File: src/rtl/input_buffer.sv
// input_buffer: serial-to-parallel receiver with a one-word holding register and a
// ready/acknowledge handshake.
//
// Bits on sensor_data are sampled on every rising clk while reset is low. Framing is
// free-running from reset release, with no start or stop bits. Words are assembled
// MSB-first. On the edge that samples the last bit of a word, the complete word goes to
// data_output and data_ready is raised. Shifting never stalls. A new word overwrites an
// unacknowledged one.
//
// Optional feature: define INPUT_BUFFER_OVERRUN_EN to add the sticky overrun flag.
//
// Ports:
//   clk            in   clock, all state changes on the rising edge
//   reset          in   asynchronous active-high reset
//   sensor_data    in   serial data bit
//   data_processed in   consumer acknowledge of the held word
//   data_output    out  [DATA_WIDTH-1:0] last completed word (registered)
//   data_ready     out  high while an unacknowledged word is held (registered)
//   overrun        out  sticky lost-word flag (only with INPUT_BUFFER_OVERRUN_EN)
module input_buffer #(
  parameter int unsigned DATA_WIDTH = 8
) (
  input  logic                  clk,
  input  logic                  reset,
  input  logic                  sensor_data,
  input  logic                  data_processed,
  output logic [DATA_WIDTH-1:0] data_output,
  output logic                  data_ready
`ifdef INPUT_BUFFER_OVERRUN_EN
  ,
  output logic                  overrun
`endif
);

  localparam int unsigned CntW = $clog2(DATA_WIDTH);

  // Only DATA_WIDTH-1 earlier bits are needed. The final bit comes straight from
  // sensor_data on the completing edge.
  logic [DATA_WIDTH-2:0] shift_q, shift_d;
  logic [CntW-1:0]       cnt_q, cnt_d;
  logic [DATA_WIDTH-1:0] data_output_q, data_output_d;
  logic                  data_ready_q, data_ready_d;
  logic                  word_done;

  always_comb begin
    word_done = (cnt_q == CntW'(DATA_WIDTH - 1));

    shift_d[0] = sensor_data;
    for (int i = 1; i < DATA_WIDTH - 1; i++) begin
      shift_d[i] = shift_q[i-1];
    end

    cnt_d         = word_done ? '0 : cnt_q + CntW'(1);
    data_output_d = word_done ? {shift_q, sensor_data} : data_output_q;

    // Completion wins over acknowledge. An acknowledge while not ready is a no-op.
    data_ready_d = data_ready_q;
    if (word_done) begin
      data_ready_d = 1'b1;
    end else if (data_processed) begin
      data_ready_d = 1'b0;
    end
  end

  always_ff @(posedge clk or posedge reset) begin
    if (reset) begin
      shift_q       <= '0;
      cnt_q         <= '0;
      data_output_q <= '0;
      data_ready_q  <= 1'b0;
    end else begin
      shift_q       <= shift_d;
      cnt_q         <= cnt_d;
      data_output_q <= data_output_d;
      data_ready_q  <= data_ready_d;
    end
  end

  assign data_output = data_output_q;
  assign data_ready  = data_ready_q;

`ifdef INPUT_BUFFER_OVERRUN_EN
  logic overrun_q, overrun_d;

  // A word is lost when a new one lands on top of an unacknowledged one.
  always_comb begin
    overrun_d = overrun_q;
    if (word_done && data_ready_q && !data_processed) begin
      overrun_d = 1'b1;
    end else if (data_processed) begin
      overrun_d = 1'b0;
    end
  end

  always_ff @(posedge clk or posedge reset) begin
    if (reset) begin
      overrun_q <= 1'b0;
    end else begin
      overrun_q <= overrun_d;
    end
  end

  assign overrun = overrun_q;
`endif

endmodule

File: config.mk
export PLATFORM = sky130hd
export DESIGN_NAME = input_buffer
export DESIGN_NICKNAME = d
export VERILOG_FILES = /design/src/rtl/input_buffer.sv
export SDC_FILE = /design/constraint.sdc
export NUM_CORES = 1
export LEC_CHECK = 0
export CORE_MARGIN = 3
export CORE_UTILIZATION = 39
export CTS_CLUSTER_SIZE = 10
export DETAILED_ROUTE_END_ITERATION = 8
export PLACE_DENSITY_LB_ADDON = 0.15
export SYNTH_ARGS = -nofsm -noshare
export SYNTH_HDL_FRONTEND = slang
export SYNTH_SLANG_ARGS = --single-unit
File: constraint.sdc
create_clock -name clk -period 3.17 [get_ports clk]
set_input_delay 0.317 -clock clk [delete_from_list [all_inputs] [get_ports clk]]
set_output_delay 0.317 -clock clk [all_outputs]
set_load 0.01 [all_outputs]
Yosys cells after proc, flatten, opt, wreduce, memory -nomap -nowiden
Cells that the tools add are included.

operators by class
  add/subtract/negate cells = 1
  multipliers = 0
  div/mod/pow operators = 0
  magnitude comparators = 0
  equal/unequal tests = 1
  shift-type cells = 0
  multiplexer cells = 3
  bitwise gates (word level) = 0
  reductions and logical operators = 1

operators by type and width
  operator               number
  $add A3 B1 Y3 const B  1
  $eq A3 B3 Y1 const B   1
  $mux W3                1
  $mux W1                2
  $reduce_bool A2 Y1     1

storage, ports and cells
  register bits after elaboration = 19
  bits in latches = 0
  RAM bits = 0
  bits in read-only memories = 0
  input port bits = 4
  output and inout bits = 9
  word-level logic and storage cells = 10
  memories = 0

Longest topological paths before layout
  depth after elaboration = 2
  depth in mapped cells = 4
  depth with buffers taken out = 3

Worst setup path before layout
Ideal clock, no wire load.

  kind = register to register
  from = register cnt_q[0]
  to = register data_output_q[0] (netlist: data_output[0])
  library setup time = 125 ps
  data arrival time = 1176 ps
  data required time = 3045 ps
  slack = 1868 ps
  cell stages (with the launch flop) = 5
  buffers on the path = 1
  clock period less this slack = 1302 ps
  path through = dfrtp_1 -> ha_1 -> ha_1 -> buf_6 -> mux2_4

on the way
  word-level cells in the longest chain between the ends = 1

ends and longest elaborated chain
  what                    RTL line  RTL
  start, declared         40        logic [CntW-1:0] cnt_q, cnt_d;
  start signal, assigned  73        cnt_q <= cnt_d;
  $eq A3 B3 Y1            46        word_done = (cnt_q == CntW'(DATA_WIDTH - 1));
  end signal, assigned    74        data_output_q <= data_output_d;
  end, declared           41        logic [DATA_WIDTH-1:0] data_output_q, data_output_d;

No other way between the ends.
A chain may end at the register's enable or synchronous reset.

Final worst setup path
  from = register data_output_q[0] (netlist: data_output[0])
  to = output data_output[0]

RTL lines
  what           RTL line  RTL
  end, declared  27        output logic [DATA_WIDTH-1:0] data_output,

No word-level cell between the ends.

==> flow_metrics.tcl <==
set metrics [dict create \
    die-area_um2 2230 \
    grt_max_degree 20 \
    synth_top_area_cell "dfrtp_1" \
    gr-usage-met1_pct 14.3 \
    vdd_drop_max_mv 0.220 \
    worst-path-buf-inv 1 \
    fin_setup_tns_ns 0 \
    min_period_ns 1.54 \
    cp.required_ns 2.85 \
    synthFlopType "dfrtp_1" \
    yosys-top-cells-count "dfrtp_1 (19), mux2_4 (8), ha_1 (3)" \
    totalWireLength_um 927 \
    wl_per_cell_um 14.0 \
    netlist_area_um2 663 \
    synth.distinct_cells 7 \
    hold_ws_ns 0.385 \
    critical_path.cell_chain "clkdlybuf4s50_1" \
    crit_family "buffers and inverters" \
    drc_errors 0 \
    yosys-top-cells-area "dfrtp_1 (72%), mux2_4 (18%), ha_1 (5.7%), buf_6 (1.7%), a21o_1 (1.1%)" \
    syn-num-nets 42 \
    criticalPathCategory "reg -> out" \
    grt_use_total_pct 10.6 \
    cts_setup_buffers 0 \
    p_comb_share_pct 7.8 \
    top_usage_layer "met2" \
    post-route-period-util_pct 48.5 \
    fmax_mhz 651 \
    rsz0062_at_grt "no" \
    skew_ns 0.00650 \
    p_leak_nw 0.397 \
    async_flop_share_pct 100 \
    cts_inserted_buffers 3 \
    io_pins 13 \
    p_total_uw 407 \
    root_buffer "clkbuf_4" \
    hold_viol 0 \
    grt.met3_usage_pct 3.45 \
    max_stage_delay_ns 0.55 \
    status "complete, no violations" \
    dp_hpwl_um 701 \
    synthMostInstantiatedCell "dfrtp_1" \
    worstSetupStartpointType "register" \
    synth_edf_count 0 \
    final_core_util_pct 52.6 \
    power_density_nw_per_um2 496 \
    switching_share_pct 21.5 \
    htreeDepth 1 \
    initial_core_util_pct 42.5 \
    finalNetCount 58 \
    final_layout_size_suffix_gt1_share_pct 24.0 \
    diodes 0 \
    r2r_start "cnt_q[0]" \
    relSlewSlack_pct 55.3 \
    setup_violations 0 \
    cp_slowest_cell "clkdlybuf4s50_1" \
    overflow 0 \
    seq_area_frac_synth_pct 71.7 \
    grt_pass1_wl_mm 1.57 \
    syn_avg_cell_area_um2 18.9 \
    p_seq_share_pct 63.5 \
    slew_violations 0 \
    cp.arrival_ns 1.22 \
    multiInputGateArea_um2 169 \
    ys_warn_count 0 \
    critPathMaxFanout 2 \
    cts_sinks 19 \
    antenna_found_initial 0 \
    netSwitchingPower_uw 87.4 \
    clk_path_buf_depth 2 \
    drv_cap 0 \
    ctsHoldBuffers 0 \
    synthCells 35 \
    cts-resized-gates 0 \
    seqCellArea_um2 475 \
    p_int_uw 319 \
    ant_nets 0 \
    hold_class "reg -> reg" \
    viasPerCell 4.88 \
    area.growth.synth_to_final_pct 23.6 \
    setup.worst_path.end_class "output port" \
    die_y_um 47.2 \
    die_x_um 47.2 \
    startpoint "data_output[0]" \
    gp_congestion 0.649 \
    core_um2 1560 \
    ys_ff_latch 19 \
    grt_pass1_vias 347 \
    yosysTopAreaCellShare_pct 71.7 \
    nFillCells 125 \
    tightest_slew_ns 0.670 \
    min_from "shift_q[4]" \
    io_buffers 12 \
    p_clk_share_pct 28.8 \
    clkSlewWorstSetupHoldPaths_ns 0.11 \
    drt_iter0_drc 7 \
    dr_total_vias 322 \
    clock_latency_ns 0.29 \
    rows 14 \
    grt_use_met2_pct 15.2 \
    firstDrtPassIters 4 \
    cts_tree "yes" \
]
==> metal layers <==
metal	up-vias	part of all wire (%)	routed length, um
met5	-	0	0
met4	0	0	0
met3	0	4.3	40
met2	11	49	456
met1	165	46	430
li1	146	-	-
==> layout by cell type (no fill, tap or decap) <==
cell type / synthesis / layout
a21o_1: 1 / 1
clkbuf_4: 0 / 3
clkdlybuf4s50_1: 0 / 12
clkinv_2: 0 / 1
dfrtp_1: 19 / 19
ha_1: 3 / 3
inv_1: 2 / 2
mux2_4: 8 / 8
nor2_1: 1 / 1
==> registers in the layout, summed over array words and instances (netlist names) <==
register     cells
cnt_q            3
data_output      8
data_ready       1
shift_q          7
==> metrics by stage <==
| stage | instance area [um2] | std cells | setup WS (ns) |
|---|---|---|---|
| 3_3_place_gp | 792 | 62 | 1.73 |
| 5_1_grt | 820 | 66 | 1.55 |
| 2_1_floorplan | 663 | 35 | 1.87 |
| 4_1_cts | 820 | 66 | 1.62 |
| 3_5_place_dp | 792 | 62 | 1.64 |
| 6_report | 820 | 66 | 1.63 |
==> power by group through the flow <==
stage               sequential (mW)  clock, mW  combinational (mW)
floorplan                     0.265          0              0.0118
global placement              0.262          0              0.0314
detailed placement            0.263          0              0.0323
CTS                           0.258      0.124              0.0324
global route                  0.260      0.136              0.0342
finish                        0.258      0.117              0.0315
==> area by class of cell <==
| cell class | instances | share of cell area, % |
|---|---|---|
| clock buffers | 3 | 2.75 |
| clock inverters | 1 | 0.611 |
| inverters | 2 | 0.916 |
| multi-input cells | 13 | 20.6 |
| flip-flops and latches | 19 | 58.0 |
| well taps | 16 | 2.44 |
| repair buffers | 12 | 14.7 |
==> logic make-up (layout without fill, tap and decap cells) <==
kind of cell	Yosys count	after routing	share of synthesized area, %
flip-flops	19	19	71.7
multiplexers	8	8	18.1
adder cells (fa/ha/maj)	3	3	5.66
buffers and inverters	3	18	2.83
AO/OA/AOI/OAI	1	1	1.13
AND/OR/NAND/NOR	1	1	0.565
==> final timing paths <==
path | endpoint | slack (ns) | depth (start not counted)
worst max-delay path | data_output[0] | 1.63 | 1
worst min-delay path | shift_q[5] | 0.39 | 0
worst max register to register | data_output[5] | 1.64 | 3
worst min register to register | shift_q[5] | 0.39 | 0
max in group asynchronous | data_ready | 2.33 | 2
min in group asynchronous | cnt_q[0] | 0.41 | 2
Note: power is estimated with default switching activity, not from simulation.
